===== config.mk =====
export PLATFORM = sky130hd
export DESIGN_NAME = rtc_write_sequencer_flat
export DESIGN_NICKNAME = d
export VERILOG_FILES = /design/src/rtl/rtc_write_sequencer_pkg.sv /design/src/rtl/rtc_write_sequencer_if.sv /design/src/rtl/rtc_write_sequencer_bus_phase_timer.sv /design/src/rtl/rtc_write_sequencer.sv /design/src/flat_wrapper.sv
export SDC_FILE = /design/constraint.sdc
export NUM_CORES = 1
export LEC_CHECK = 0
export ABC_AREA = 1
export CELL_PAD_IN_SITES_DETAIL_PLACEMENT = 2
export CELL_PAD_IN_SITES_GLOBAL_PLACEMENT = 2
export CORE_MARGIN = 5
export CORE_UTILIZATION = 28
export CTS_BUF_LIST = sky130_fd_sc_hd__clkbuf_8
export DETAILED_ROUTE_END_ITERATION = 10
export PLACE_DENSITY_LB_ADDON = 0.05
export SLEW_MARGIN = 20
export SYNTH_ARGS = -nofsm -noshare
export SYNTH_HDL_FRONTEND = slang
export SYNTH_HIERARCHICAL = 1
export SYNTH_SLANG_ARGS = --single-unit

===== constraint.sdc =====
create_clock -name clk -period 2.5 [get_ports clk]
set_clock_uncertainty 0.05 [all_clocks]
set_input_delay 0.375 -clock clk [delete_from_list [all_inputs] [get_ports clk]]
set_output_delay 0.375 -clock clk [all_outputs]
set_load 0.01 [all_outputs]

===== src/rtl/rtc_write_sequencer_pkg.sv =====
// Shared definitions for the RTC write sequencer and the read-side register bank:
// state encoding, register count and the index-to-address map.
package rtc_write_sequencer_pkg;

    localparam int NUM_REGS = 11;
    localparam int IDX_W    = 4;

    typedef enum logic [3:0] {
        S_IDLE,
        S_A_SETUP,
        S_A_STROBE,
        S_A_HOLD,
        S_GAP,
        S_D_SETUP,
        S_D_STROBE,
        S_D_HOLD,
        S_NEXT,
        S_FINISH
    } seq_state_t;

    // Index i of the write burst lands on RTC register REG_ADDR[i].
    localparam logic [7:0] REG_ADDR [NUM_REGS] = '{
        8'h22, 8'h23, 8'h24, 8'h25, 8'h26, 8'h27, 8'h28,
        8'h41, 8'h42, 8'h43, 8'h21
    };

    // Lowest set bit of a non-empty mask; returns 0 for an empty mask.
    function automatic logic [IDX_W-1:0] lowest_set(input logic [NUM_REGS-1:0] mask);
        logic [IDX_W-1:0] idx;
        idx = '0;
        for (int i = NUM_REGS - 1; i >= 0; i--) begin
            if (mask[i]) idx = IDX_W'(i);
        end
        return idx;
    endfunction

endpackage


===== src/rtl/rtc_write_sequencer_if.sv =====
// Request side and multiplexed RTC bus of the write sequencer.
// start is a one-cycle request, honoured only while busy=0; done pulses once per accepted start.
interface rtc_write_sequencer_if;

    logic                                         start;
    logic [rtc_write_sequencer_pkg::NUM_REGS-1:0] wr_mask;
    logic [7:0] data_0, data_1, data_2, data_3, data_4, data_5;
    logic [7:0] data_6, data_7, data_8, data_9, data_10;
    logic       busy;
    logic       done;
    logic       cs_n;
    logic       wr_n;
    logic       aod;
    logic [7:0] ad_out;
    logic       ad_oe;

    modport master (
        input  start, wr_mask,
        input  data_0, data_1, data_2, data_3, data_4, data_5,
        input  data_6, data_7, data_8, data_9, data_10,
        output busy, done, cs_n, wr_n, aod, ad_out, ad_oe
    );

    modport slave (
        output start, wr_mask,
        output data_0, data_1, data_2, data_3, data_4, data_5,
        output data_6, data_7, data_8, data_9, data_10,
        input  busy, done, cs_n, wr_n, aod, ad_out, ad_oe
    );

endinterface


===== src/rtl/rtc_write_sequencer_bus_phase_timer.sv =====
// Down-counter reloaded at the entry of each timed bus phase; phase_done marks
// the last cycle of that phase.
module rtc_write_sequencer_bus_phase_timer #(
    parameter int CNT_W = 8
) (
    input  logic             clk,
    input  logic             rst_n,
    input  logic             load,
    input  logic [CNT_W-1:0] load_val,
    output logic             phase_done
);

    logic [CNT_W-1:0] cnt;

    always_ff @(posedge clk or negedge rst_n) begin
        if (!rst_n) begin
            cnt <= '0;
        end else if (load) begin
            cnt <= load_val;
        end else if (cnt != '0) begin
            cnt <= cnt - 1'b1;
        end
    end

    assign phase_done = (cnt == '0);

endmodule


===== src/rtl/rtc_write_sequencer.sv =====
// Write-side master of the RTC address/data bus: snapshots up to 11 bytes on start
// and writes each masked one as an address phase followed by a data phase.
module rtc_write_sequencer
    import rtc_write_sequencer_pkg::*;
#(
    parameter int SETUP_CYCLES = 2,
    parameter int PULSE_CYCLES = 4,
    parameter int HOLD_CYCLES  = 2,
    parameter int CNT_W        = 8
) (
    input  logic                clk,
    input  logic                rst_n,
    rtc_write_sequencer_if.master bus,
    output seq_state_t          dbg_state
);

    localparam logic [CNT_W-1:0] SETUP_LD = CNT_W'(SETUP_CYCLES - 1);
    localparam logic [CNT_W-1:0] PULSE_LD = CNT_W'(PULSE_CYCLES - 1);
    localparam logic [CNT_W-1:0] HOLD_LD  = CNT_W'(HOLD_CYCLES - 1);

    seq_state_t          state, state_next;
    logic [NUM_REGS-1:0] pending, pending_next;
    logic [IDX_W-1:0]    cur_idx, idx_next;
    logic [7:0]          snap_data [NUM_REGS];

    logic             timer_load;
    logic [CNT_W-1:0] timer_val;
    logic             phase_done;

    logic       cs_n_q, wr_n_q, aod_q, ad_oe_q, busy_q, done_q;
    logic [7:0] ad_out_q;
    logic       cs_n_d, wr_n_d, aod_d, ad_oe_d, busy_d, done_d;
    logic [7:0] ad_out_d;

    rtc_write_sequencer_bus_phase_timer #(.CNT_W(CNT_W)) u_bus_phase_timer (
        .clk        (clk),
        .rst_n      (rst_n),
        .load       (timer_load),
        .load_val   (timer_val),
        .phase_done (phase_done)
    );

    always_comb begin
        state_next   = state;
        pending_next = pending;
        idx_next     = cur_idx;
        case (state)
            S_IDLE:     if (bus.start) begin
                            state_next   = S_NEXT;
                            pending_next = bus.wr_mask;
                        end
            S_A_SETUP:  if (phase_done) state_next = S_A_STROBE;
            S_A_STROBE: if (phase_done) state_next = S_A_HOLD;
            S_A_HOLD:   if (phase_done) state_next = S_GAP;
            S_GAP:      state_next = S_D_SETUP;
            S_D_SETUP:  if (phase_done) state_next = S_D_STROBE;
            S_D_STROBE: if (phase_done) state_next = S_D_HOLD;
            S_D_HOLD:   if (phase_done) state_next = S_NEXT;
            S_NEXT:     if (pending != '0) begin
                            state_next   = S_A_SETUP;
                            idx_next     = lowest_set(pending);
                            pending_next = pending & ~(NUM_REGS'(1) << idx_next);
                        end else begin
                            state_next = S_FINISH;
                        end
            S_FINISH:   state_next = S_IDLE;
            default:    state_next = S_IDLE;
        endcase
    end

    // The timer is reloaded on the edge that enters a timed phase.
    always_comb begin
        timer_val = '0;
        case (state_next)
            S_A_SETUP, S_D_SETUP:   timer_val = SETUP_LD;
            S_A_STROBE, S_D_STROBE: timer_val = PULSE_LD;
            S_A_HOLD, S_D_HOLD:     timer_val = HOLD_LD;
            default:                timer_val = '0;
        endcase
        timer_load = (state_next != state) &&
                     (state_next inside {S_A_SETUP, S_A_STROBE, S_A_HOLD,
                                         S_D_SETUP, S_D_STROBE, S_D_HOLD});
    end

    // Outputs are decoded from the next state so they are registered yet aligned with it.
    always_comb begin
        cs_n_d   = 1'b1;
        wr_n_d   = 1'b1;
        aod_d    = 1'b1;
        ad_oe_d  = 1'b0;
        ad_out_d = ad_out_q;
        busy_d   = 1'b0;
        done_d   = 1'b0;
        case (state_next)
            S_IDLE:   ad_out_d = 8'h00;
            S_A_SETUP, S_A_STROBE, S_A_HOLD: begin
                cs_n_d   = 1'b0;
                ad_oe_d  = 1'b1;
                wr_n_d   = (state_next != S_A_STROBE);
                ad_out_d = REG_ADDR[idx_next];
                busy_d   = 1'b1;
            end
            S_D_SETUP, S_D_STROBE, S_D_HOLD: begin
                cs_n_d   = 1'b0;
                ad_oe_d  = 1'b1;
                aod_d    = 1'b0;
                wr_n_d   = (state_next != S_D_STROBE);
                ad_out_d = snap_data[idx_next];
                busy_d   = 1'b1;
            end
            S_GAP, S_NEXT: busy_d = 1'b1;
            S_FINISH:      done_d = 1'b1;
            default:       busy_d = 1'b0;
        endcase
    end

    always_ff @(posedge clk or negedge rst_n) begin
        if (!rst_n) begin
            state    <= S_IDLE;
            pending  <= '0;
            cur_idx  <= '0;
            for (int i = 0; i < NUM_REGS; i++) snap_data[i] <= 8'h00;
            cs_n_q   <= 1'b1;
            wr_n_q   <= 1'b1;
            aod_q    <= 1'b1;
            ad_oe_q  <= 1'b0;
            ad_out_q <= 8'h00;
            busy_q   <= 1'b0;
            done_q   <= 1'b0;
        end else begin
            state    <= state_next;
            pending  <= pending_next;
            cur_idx  <= idx_next;
            if (state == S_IDLE && bus.start) begin
                snap_data[0]  <= bus.data_0;
                snap_data[1]  <= bus.data_1;
                snap_data[2]  <= bus.data_2;
                snap_data[3]  <= bus.data_3;
                snap_data[4]  <= bus.data_4;
                snap_data[5]  <= bus.data_5;
                snap_data[6]  <= bus.data_6;
                snap_data[7]  <= bus.data_7;
                snap_data[8]  <= bus.data_8;
                snap_data[9]  <= bus.data_9;
                snap_data[10] <= bus.data_10;
            end
            cs_n_q   <= cs_n_d;
            wr_n_q   <= wr_n_d;
            aod_q    <= aod_d;
            ad_oe_q  <= ad_oe_d;
            ad_out_q <= ad_out_d;
            busy_q   <= busy_d;
            done_q   <= done_d;
        end
    end

    assign bus.cs_n   = cs_n_q;
    assign bus.wr_n   = wr_n_q;
    assign bus.aod    = aod_q;
    assign bus.ad_oe  = ad_oe_q;
    assign bus.ad_out = ad_out_q;
    assign bus.busy   = busy_q;
    assign bus.done   = done_q;
    assign dbg_state  = state;

endmodule


===== src/flat_wrapper.sv =====
// flat-port wrapper written by rule: the top's interface ports become plain ports
module rtc_write_sequencer_flat import rtc_write_sequencer_pkg::*;
#(
    parameter int SETUP_CYCLES = 2,
    parameter int PULSE_CYCLES = 4,
    parameter int HOLD_CYCLES  = 2,
    parameter int CNT_W        = 8
)
  (clk, rst_n, dbg_state, bus_start, bus_wr_mask, bus_data_0, bus_data_1, bus_data_2, bus_data_3, bus_data_4, bus_data_5, bus_data_6, bus_data_7, bus_data_8, bus_data_9, bus_data_10, bus_busy, bus_done, bus_cs_n, bus_wr_n, bus_aod, bus_ad_out, bus_ad_oe);
  rtc_write_sequencer_if bus_i ();
  input  logic clk;
  input  logic rst_n;
  output seq_state_t dbg_state;
  input wire logic [$bits(bus_i.start)-1:0] bus_start;
  input wire logic [$bits(bus_i.wr_mask)-1:0] bus_wr_mask;
  input wire logic [$bits(bus_i.data_0)-1:0] bus_data_0;
  input wire logic [$bits(bus_i.data_1)-1:0] bus_data_1;
  input wire logic [$bits(bus_i.data_2)-1:0] bus_data_2;
  input wire logic [$bits(bus_i.data_3)-1:0] bus_data_3;
  input wire logic [$bits(bus_i.data_4)-1:0] bus_data_4;
  input wire logic [$bits(bus_i.data_5)-1:0] bus_data_5;
  input wire logic [$bits(bus_i.data_6)-1:0] bus_data_6;
  input wire logic [$bits(bus_i.data_7)-1:0] bus_data_7;
  input wire logic [$bits(bus_i.data_8)-1:0] bus_data_8;
  input wire logic [$bits(bus_i.data_9)-1:0] bus_data_9;
  input wire logic [$bits(bus_i.data_10)-1:0] bus_data_10;
  output wire logic [$bits(bus_i.busy)-1:0] bus_busy;
  output wire logic [$bits(bus_i.done)-1:0] bus_done;
  output wire logic [$bits(bus_i.cs_n)-1:0] bus_cs_n;
  output wire logic [$bits(bus_i.wr_n)-1:0] bus_wr_n;
  output wire logic [$bits(bus_i.aod)-1:0] bus_aod;
  output wire logic [$bits(bus_i.ad_out)-1:0] bus_ad_out;
  output wire logic [$bits(bus_i.ad_oe)-1:0] bus_ad_oe;
  assign bus_i.start = bus_start;
  assign bus_i.wr_mask = bus_wr_mask;
  assign bus_i.data_0 = bus_data_0;
  assign bus_i.data_1 = bus_data_1;
  assign bus_i.data_2 = bus_data_2;
  assign bus_i.data_3 = bus_data_3;
  assign bus_i.data_4 = bus_data_4;
  assign bus_i.data_5 = bus_data_5;
  assign bus_i.data_6 = bus_data_6;
  assign bus_i.data_7 = bus_data_7;
  assign bus_i.data_8 = bus_data_8;
  assign bus_i.data_9 = bus_data_9;
  assign bus_i.data_10 = bus_data_10;
  assign bus_busy = bus_i.busy;
  assign bus_done = bus_i.done;
  assign bus_cs_n = bus_i.cs_n;
  assign bus_wr_n = bus_i.wr_n;
  assign bus_aod = bus_i.aod;
  assign bus_ad_out = bus_i.ad_out;
  assign bus_ad_oe = bus_i.ad_oe;
  rtc_write_sequencer #(.SETUP_CYCLES(SETUP_CYCLES), .PULSE_CYCLES(PULSE_CYCLES), .HOLD_CYCLES(HOLD_CYCLES), .CNT_W(CNT_W)) u_core (.clk(clk), .rst_n(rst_n), .bus(bus_i), .dbg_state(dbg_state));
endmodule

==> results.toml, run 1 <==
[pwr]
intPower_w = 0.00650
clkPwrFrac_pct = 16.5
p_comb_share_pct = 53.6
p_per_area_nw_per_um2 = 1320
leakagePower_nw = 4.45
p_sw_w = 0.00541
switching_share_pct = 45.4
peakVddDrop_v = 0.000389
pwr-share-seq_pct = 29.9

[clock_tree]
clock_latency_ns = 0.45
cts_buffers = 17
root_buffer = "clkbuf_8"
h-tree-depth = 4
clk_pin_slew_ns = 0.09
clockBufferDepth = 2
cts_tree = "yes"
clock-sinks = 129

[setup_path]
cp_max_fo = 5
start_kind = "register"
arrival_ns = 2.81
required_ns = 2.82
crit_type = "register to register"
crit_path_end_kind = "register"
worst_r2r_path_depth = 17

[die]
rows = 55
die_x_um = 162
initial_utilization_pct = 28.5
core_um2 = 22700
die_height_um = 162
io_pins = 120
die-area_um2 = 26200

[timing]
hold_viol_final = 0
finalMaxSlewViolations = 0
layout_setup_ws_ns = 0.0113
max_freq_mhz = 402
finalSetupViolations = 0
setup_tns_ns = 0
rsz0062_at_grt = "yes"
fin_crit_sh_pct = 99.5
fin_hold_ws_ns = 0.334
post-route-min-period_ns = 2.49

[synth]
yosysSeqAreaShare_pct = 50.0
ys_ff_latch = 129
synth_top_area_share_pct = 48.8
synth_ff_type = "dfrtp_1"
synth_top_family_by_area = "simple AND/OR/NAND/NOR gates"
synth_compound_area_share_pct = 6.62
yosysUniqueCellTypes = 38
syn_avg_cell_area_um2 = 7.47
synth_xor_area_share_pct = 0.406
yosysTopAreaCell = "dfrtp_1"
synthAdderAreaFrac_pct = 0.194
synth_edf_count = 0
yosys-top-cells-area = "dfrtp_1 49%, nand2_1 22%, nand3_1 7.4%, inv_1 4.1%, o21ai_0 3.6%"
synthSimpleGateAreaFrac_pct = 35.5
synthMuxAreaShare_pct = 0
syn_inst = 865
yosysWarnings = 6
async_flop_share_pct = 100
syn_area_um2 = 6460

[global_route]
grt_max_degree = 67
grt_pass1_vias = 7311
overflow = 0
antenna_found_initial = 0
grt_pass1_wl_mm = 38.0
grt_use_total_pct = 18.3

[layout]
fillCellCount = 2610
area_growth_pct = 39.9
drive_above_1_share_pct = 16.0
diodes = 0
layout_common_cells = "368 x nand2_1, 124 x dfrtp_1, 118 x clkdlybuf4s50_1, 93 x nand3_1, 61 x inv_1"
fin_nets = 1130
area.sequential_um2 = 3230
final_common_cell = "nand2_1"
final_cell_area_um2 = 9040
multi_input_area_um2 = 2970

[detailed_routing]
wl_mm = 24.5
firstDrtPassIters = 4
vias = 6351
avgViaCountPerCell = 4.79
drc_errors = 0
wl_per_cell_um = 18.5
drt_iter0_drc = 218
ant_nets = 0

[outcome]
status = "complete, no violations"

[flow_run]
drv_cap = 0

[placed_design]
dp.final_hpwl_mm = 17.3
place_ws_ns = -0.237
port-buffer-count = 119
dpl-instance-area_um2 = 8130
gp_routability_congestion = 0.823

[min_path]
min_path_type = "input port to async pin"
==> synth_stat cells (3+ instances only) <==
| library cell | instances |
|---|---|
| buf_2 | 9 |
| nor2_2 | 4 |
| nand4_1 | 3 |
| nand3_1 | 96 |
| o21ai_2 | 4 |
| dfrtp_1 | 126 |
| clkbuf_1 | 23 |
| buf_4 | 3 |
| nand3b_1 | 13 |
| nand2_4 | 3 |
| o21ai_0 | 46 |
| nand2_1 | 380 |
| inv_2 | 5 |
| inv_1 | 71 |
| nor2_4 | 3 |
| o21ai_1 | 4 |
| dfstp_2 | 3 |
| nor2_1 | 28 |
| buf_1 | 4 |
| a31oi_1 | 4 |
| a21oi_1 | 9 |
==> flip-flops by register name, indices dropped and copies added, names as in the netlist <==
register                      count
u_core/bus.ad_oe                  1
u_core/bus.ad_out                 8
u_core/bus.aod                    1
u_core/bus.busy                   1
u_core/bus.cs_n                   1
u_core/bus.done                   1
u_core/bus.wr_n                   1
u_core/cur_idx                    4
u_core/dbg_state                  4
u_core/pending                   11
u_core/snap_data                 88
u_core/u_bus_phase_timer/cnt      8
==> cell type report <==
| cell class | count | share of cell area, % |
|---|---|---|
| Multi-Input combinational cell | 623 | 32.8 |
| Timing Repair Buffer | 177 | 19.3 |
| Sequential cell | 129 | 35.8 |
| Clock inverter | 12 | 1.73 |
| Clock buffer | 20 | 3.04 |
| Tap cell | 285 | 3.94 |
| Inverter | 79 | 3.35 |
==> worst max-delay path: stages (launching register included) <==
cell and delay (ns):
dfrtp_1 0.40, inv_2 0.10, ha_4 0.16, nand2_4 0.07
nor2_8 0.14, nand2_4 0.07, nor2_4 0.10, inv_2 0.07
nor2_4 0.09, inv_2 0.05, o211ai_2 0.22, o22ai_1 0.17
a31oi_4 0.23, buf_6 0.16, nand2_1 0.07, o21ai_1 0.09
nand2_1 0.10, o21ai_2 0.07
==> cell families (layout without fill, tap and decap cells) <==
family,count (synthesis),after routing
AO/OA/AOI/OAI,76,76
XOR/XNOR,3,3
adder cells (fa/ha/maj),1,1
buffers and inverters,118,288
flip-flops,129,129
other,1,6
AND/OR/NAND/NOR,537,537
==> per-stage QoR <==
stage | util, % | power [W] | cells
2_1_floorplan | - | 0.00700 | 870
3_3_place_gp | 35.8 | 0.00898 | 1262
3_5_place_dp | 35.8 | 0.00922 | 1262
4_1_cts | 38.5 | 0.0116 | 1308
5_1_grt | 39.8 | 0.0129 | 1325
6_report | 39.8 | 0.0119 | 1325
==> what timing repair did <==
item,CTS,global route
hold endpoints to repair,23,0
hold buffers,1,0
endpoints found under the setup margin,16,16
pin swaps,9,20
cloned,0,1
setup buffers,13,16
gates resized for setup,20,48
==> layer usage <==
layer,routed length [um],GRT usage [%],share of wire [%]
met5,0,0,0
met4,372,4.61,1.5
met1,10100,21.0,41
met3,665,3.58,2.7
met2,13400,34.7,55
==> power by group through the flow <==
stage	logic, W	registers (W)	clock network (W)
floorplan	0.00357	0.00342	0
global placement	0.00542	0.00355	0
detailed placement	0.00563	0.00359	0
CTS	0.00595	0.00356	0.00205
global route	0.00709	0.00366	0.00214
finish	0.00638	0.00356	0.00197
==> worst paths after layout <==
check	startpoint	to	slack, ns
min in group clk	bus_wr_mask[5]	u_core/pending[5]	0.41
worst max-delay path	u_core/u_bus_phase_timer/cnt[0]	u_core/u_bus_phase_timer/cnt[1]	0.01
worst min register to register	u_core/snap_data[32]	u_core/snap_data[32]	0.43
worst max register to register	u_core/u_bus_phase_timer/cnt[0]	u_core/u_bus_phase_timer/cnt[1]	0.01
worst min-delay path	rst_n	u_core/pending[4]	0.33
max in group asynchronous	rst_n	u_core/snap_data[41]	1.25
Note: power is estimated with default switching activity, not from simulation.
==> inputs of run 2 (changes only) <==
Settings changed: CORE_ASPECT_RATIO set to 1.1.
==> results.toml, run 2 (synthesis results as in run 1) <==
[outcome]
status = "complete, no violations"

[timing]
post-route-min-period_ns = 2.48
worst_pin_slew_ns = 0.502
max_freq_mhz = 402
fin_hold_ws_ns = 0.310
fin_crit_sh_pct = 99.4
relSlewSlack_pct = 66.4
finalSetupViolations = 0
finalMaxSlewViolations = 0
hold_viol_final = 0

[layout]
final_cell_area_um2 = 9020
diodes = 0
layout_common_cells = "370 x nand2_1, 124 x dfrtp_1, 118 x clkdlybuf4s50_1, 93 x nand3_1, 66 x inv_1"
final_common_cell = "nand2_1"
fin_nets = 1124
stdcell_count = 1333
area_growth_pct = 39.5
largest_reg_flops = 88
fillCellCount = 2627
regMostFlops = "u_core/snap_data"
drive_above_1_share_pct = 14.2
reg.largest.list = "u_core/snap_data x88, u_core/pending x11"

[detailed_routing]
drt_iter0_drc = 216
firstDrtPassIters = 4
wl_mm = 24.0
vias = 6296
avgViaCountPerCell = 4.72
wl_per_cell_um = 18.0
ant_nets = 0
drc_errors = 0

[clock_tree]
root_buffer = "clkbuf_8"
clockBufferDepth = 2
h-tree-depth = 4
cts_buffers = 17
cts_tree = "yes"
clock_latency_ns = 0.46
clk_pin_slew_ns = 0.08
clock-sinks = 129

[setup_path]
required_ns = 2.80
arrival_ns = 2.79
start_kind = "register"
critPathBufInv = 7
crit_chain = "inv_2, ha_4, nand2_4, nor2_8, nand2_4, nor2_4, inv_2, nor2_2, inv_2, o211ai_2, buf_4, nor2_4, inv_2, a31oi_2, buf_6, buf_4, nor2_1, nor2_1"
critPathTopFamily = "buffers and inverters"
cp_slowest_cell = "dfrtp_1"
crit_type = "register to register"
critPathMaxStageDelay_ns = 0.40
crit_path_end_kind = "register"
cp_max_fo = 7
crit_path_frequent_cell = "inv_2"

[die]
io_pins = 120
die_x_um = 155
core_um2 = 22800
die_height_um = 169
rows = 58
die-area_um2 = 26200
initial_utilization_pct = 28.4

[placed_design]
dp.cells = 1276
gp_routability_congestion = 0.872
port-buffer-count = 119
dpl-instance-area_um2 = 8180
dp.final_hpwl_mm = 17.2

[global_route]
grt_max_degree = 56
grt_pass1_vias = 7205
grt_pass1_wl_mm = 38.0
overflow = 0
antenna_found_initial = 0
grt_use_total_pct = 18.2

[pwr]
p_comb_share_pct = 53.1
clkPwrFrac_pct = 16.7
p_per_area_nw_per_um2 = 1320
pwr-share-seq_pct = 30.2
p_sw_w = 0.00532
peakVddDrop_v = 0.000443
switching_share_pct = 44.8
intPower_w = 0.00655
leakagePower_nw = 4.44

[min_path]
min_path_type = "input port to async pin"

[flow_run]
drv_cap = 0
==> run 2: repair_timing <==
item / 4_1_cts / 5_1_grt
resized for setup: 13 / 41
pin swaps: 4 / 16
buffers inserted: 5 / 19
hold buffers: 1 / 0
endpoints found under the hold margin: 20 / 0
endpoints found under the setup margin: 16 / 17
cloned: 0 / 1
==> run 2: path summary, 6_finish.rpt <==
kind / from / endpoint / slack [ns] / cells past startpoint
setup / recovery: u_core/u_bus_phase_timer/cnt[0] / u_core/u_bus_phase_timer/cnt[6] / 0.02 / 18
hold / removal: rst_n / u_core/pending[5] / 0.31 / 2
setup reg to reg: u_core/u_bus_phase_timer/cnt[0] / u_core/u_bus_phase_timer/cnt[6] / 0.02 / 18
hold reg to reg: u_core/snap_data[69] / u_core/snap_data[69] / 0.43 / 2
max in group asynchronous: rst_n / u_core/bus.aod / 1.41 / 3
min in group clk: bus_data_4[6] / u_core/snap_data[54] / 0.41 / 3
==> run 2: layout make-up <==
cell class	count	area, um2	share of cell area, %
well taps	300	375	4.16
clock buffers	19	262	2.90
flip-flops and latches	129	3230	35.9
clock inverters	12	166	1.84
repair buffers	171	1730	19.2
inverters	79	304	3.37
multi-input cells	623	2950	32.7
==> run 2: through the flow <==
step	setup TNS, ns	setup slack [ns]	power (W)	util, %
4_1_cts	-0.00255	-0.00255	0.0115	38.2
6_report	0	0.0154	0.0119	39.6
2_1_floorplan	0	0.0398	0.00700	-
5_1_grt	-1.25	-0.157	0.0129	39.6
3_3_place_gp	0	0.0667	0.00903	35.9
3_5_place_dp	-1.26	-0.141	0.00928	35.9
==> run 2: power by group through the flow <==
stage               logic (W)  registers, W  clock network (W)
floorplan             0.00357       0.00342                  0
detailed placement    0.00567       0.00361                  0
CTS                   0.00586       0.00358            0.00204
global route          0.00706       0.00369            0.00214
global placement      0.00547       0.00356                  0
finish                0.00631       0.00358            0.00198
==> run 2: routing by layer <==
layer | wire length [um] | share of wire (%) | GRT usage, %
met1 | 9890 | 41 | 21.2
met2 | 13100 | 55 | 34.0
met3 | 696 | 2.9 | 3.72
met4 | 332 | 1.4 | 4.49
met5 | 0 | 0 | 0
==> run 2: worst reg2reg max path, stage by stage, from the launching register on <==
cell      delay [ns]
dfrtp_1         0.40
inv_2           0.11
ha_4            0.16
nand2_4         0.07
nor2_8          0.16
nand2_4         0.09
nor2_4          0.09
inv_2           0.06
nor2_2          0.09
inv_2           0.06
o211ai_2        0.19
buf_4           0.16
nor2_4          0.04
inv_2           0.09
a31oi_2         0.06
buf_6           0.16
buf_4           0.15
nor2_1          0.13
nor2_1          0.06
==> inputs of run 3 (changes only) <==
Settings changed: CORE_MARGIN 5 to unset.
==> results.toml, run 3 (synthesis results as in run 1) <==
[setup_path]
worst_r2r_path_depth = 16
crit_chain = "inv_2, ha_4, nand2_4, nor2_8, nand2_4, nand2_1, o22ai_1, nand3_1, nand2_2, xnor2_1, a31oi_4, buf_6, nand2_1, o21ai_0, nand2_1, o21ai_2"
start_kind = "register"
critPathBufInv = 2
path_depth = 16
crit_path_end_kind = "register"
critPathMaxStageDelay_ns = 0.40
crit_type = "register to register"
cp_slowest_cell = "dfrtp_1"
crit-reg2reg-capture = "u_core/u_bus_phase_timer/cnt[0]"
critPathTopFamily = "simple AND/OR/NAND/NOR gates"
crit-reg2reg-launch = "u_core/u_bus_phase_timer/cnt[0]"
required_ns = 2.80
cp_max_fo = 7
arrival_ns = 2.74
r2r_setup_slack_ns = 0.05
crit_end = "u_core/u_bus_phase_timer/cnt[0]"
setup.worst_path.start = "u_core/u_bus_phase_timer/cnt[0]"
crit_path_frequent_cell = "nand2_1"

[global_route]
overflow = 0
grt_pass1_vias = 7268
grt_use_total_pct = 20.6
grt_pass1_wl_mm = 37.6
grt_max_degree = 59
antenna_found_initial = 0

[placed_design]
place_ws_ns = -0.267
dp.final_hpwl_mm = 17.2
gp_routability_congestion = 0.867
port-buffer-count = 119

[detailed_routing]
wl_per_cell_um = 17.8
ant_nets = 0
avgViaCountPerCell = 4.73
vias = 6283
wl_mm = 23.7
firstDrtPassIters = 4
drc_errors = 0
drt_iter0_drc = 206

[die]
die-area_um2 = 23700
core_um2 = 22400
initial_utilization_pct = 28.9
rows = 57
io_pins = 120
die_x_um = 147
die_height_um = 161

[clock_tree]
clockBufferDepth = 2
clock_latency_ns = 0.45
cts_tree = "yes"
cts_buffers = 17
h-tree-depth = 4
clk_pin_slew_ns = 0.09
root_buffer = "clkbuf_8"
clock-sinks = 129

[pwr]
pwr-share-seq_pct = 31.1
p_sw_w = 0.00525
peakVddDrop_v = 0.000421
intPower_w = 0.00625
leakagePower_nw = 4.39
clkPwrFrac_pct = 15.6
p_per_area_nw_per_um2 = 1300
p_comb_share_pct = 53.4
p_total_w = 0.0115
switching_share_pct = 45.7

[layout]
final_common_cell = "nand2_1"
drive_above_1_share_pct = 13.5
layout_common_cells = "373 x nand2_1, 125 x dfrtp_1, 118 x clkdlybuf4s50_1, 95 x nand3_1, 68 x inv_1"
reg.largest.list = "u_core/snap_data x88, u_core/pending x11"
largest_reg_flops = 88
diodes = 0
regMostFlops = "u_core/snap_data"
area_growth_pct = 37.3
fin_nets = 1125

[timing]
hold_viol_final = 0
finalSetupViolations = 0
fin_crit_sh_pct = 97.9
max_freq_mhz = 409
finalMaxSlewViolations = 0
fin_hold_ws_ns = 0.365
layout_setup_ws_ns = 0.0536
post-route-min-period_ns = 2.45

[min_path]
min_path_type = "input port to async pin"

[outcome]
status = "complete, no violations"

[flow_run]
drv_cap = 0
run 3: changes by cell type in the layout (fill, tap and decap cells not counted), sizes merged:
cell      change
clkinvlp      -2
bufinv        -2
inv           +2
buf           +1
clkinv        +2
run 3: worst register-to-register path: stages (launching register included):
cell and delay [ns]:
dfrtp_1 0.40, inv_2 0.09, ha_4 0.16, nand2_4 0.07, nor2_8 0.15, nand2_4 0.08
nand2_1 0.10, o22ai_1 0.07, nand3_1 0.12, nand2_2 0.10, xnor2_1 0.30, a31oi_4 0.15
buf_6 0.16, nand2_1 0.08, o21ai_0 0.09, nand2_1 0.11, o21ai_2 0.06
run 3: what timing repair did:
action / in CTS / in global routing
resized for setup: 18 / 21
endpoints found under the setup margin: 16 / 16
hold buffers: 1 / 0
endpoints found under the hold margin: 28 / 0
setup buffers: 11 / 10
gates cloned: 0 / 1
pin swaps: 7 / 12
run 3: worst min-delay path by stage:
stage,from,endpoint,slack (ns),depth (start not counted)
2_1_floorplan,rst_n,u_core/bus.ad_oe,0.03,0
3_3_place_gp,rst_n,u_core/pending[1],0.33,1
3_5_place_dp,rst_n,u_core/pending[0],0.33,1
4_1_cts,rst_n,u_core/pending[0],0.37,2
5_1_grt,rst_n,u_core/pending[1],0.37,2
6_report,rst_n,u_core/pending[1],0.36,2
run 3: power by group through the flow:
stage | Combinational [W] | Sequential [W] | Clock (W)
after floorplan | 0.00357 | 0.00342 | 0
after global placement | 0.00541 | 0.00357 | 0
after detailed placement | 0.00562 | 0.00361 | 0
after CTS | 0.00587 | 0.00359 | 0.00185
after global routing | 0.00691 | 0.00368 | 0.00195
final | 0.00614 | 0.00357 | 0.00179
run 3: final cells by class:
| type | count | area, um2 |
|---|---|---|
| fillers | 2611 | 13500 |
| flip-flops and latches | 129 | 3230 |
| multi-input cells | 623 | 2910 |
| repair buffers | 172 | 1680 |
| well taps | 295 | 369 |
| inverters | 79 | 303 |
| clock buffers | 19 | 262 |
| clock inverters | 12 | 120 |
run 3: metal layers:
layer	global-route usage, %	up-vias	routed length [um]
met5	0	-	0
met4	5.40	0	375
met3	4.01	25	652
met2	39.9	103	13100
met1	22.7	3139	9520
li1	-	3016	-
run 3: stage by stage:
| step | util, % | instance area (um2) | instances | TNS, ns |
|---|---|---|---|---|
| after floorplan | - | 6480 | 870 | 0 |
| after global placement | 36.5 | 8160 | 1275 | 0 |
| after detailed placement | 36.5 | 8160 | 1275 | -2.64 |
| after CTS | 38.8 | 8700 | 1318 | 0 |
| after global routing | 39.6 | 8870 | 1329 | -0.397 |
| final | 39.6 | 8870 | 1329 | 0 |
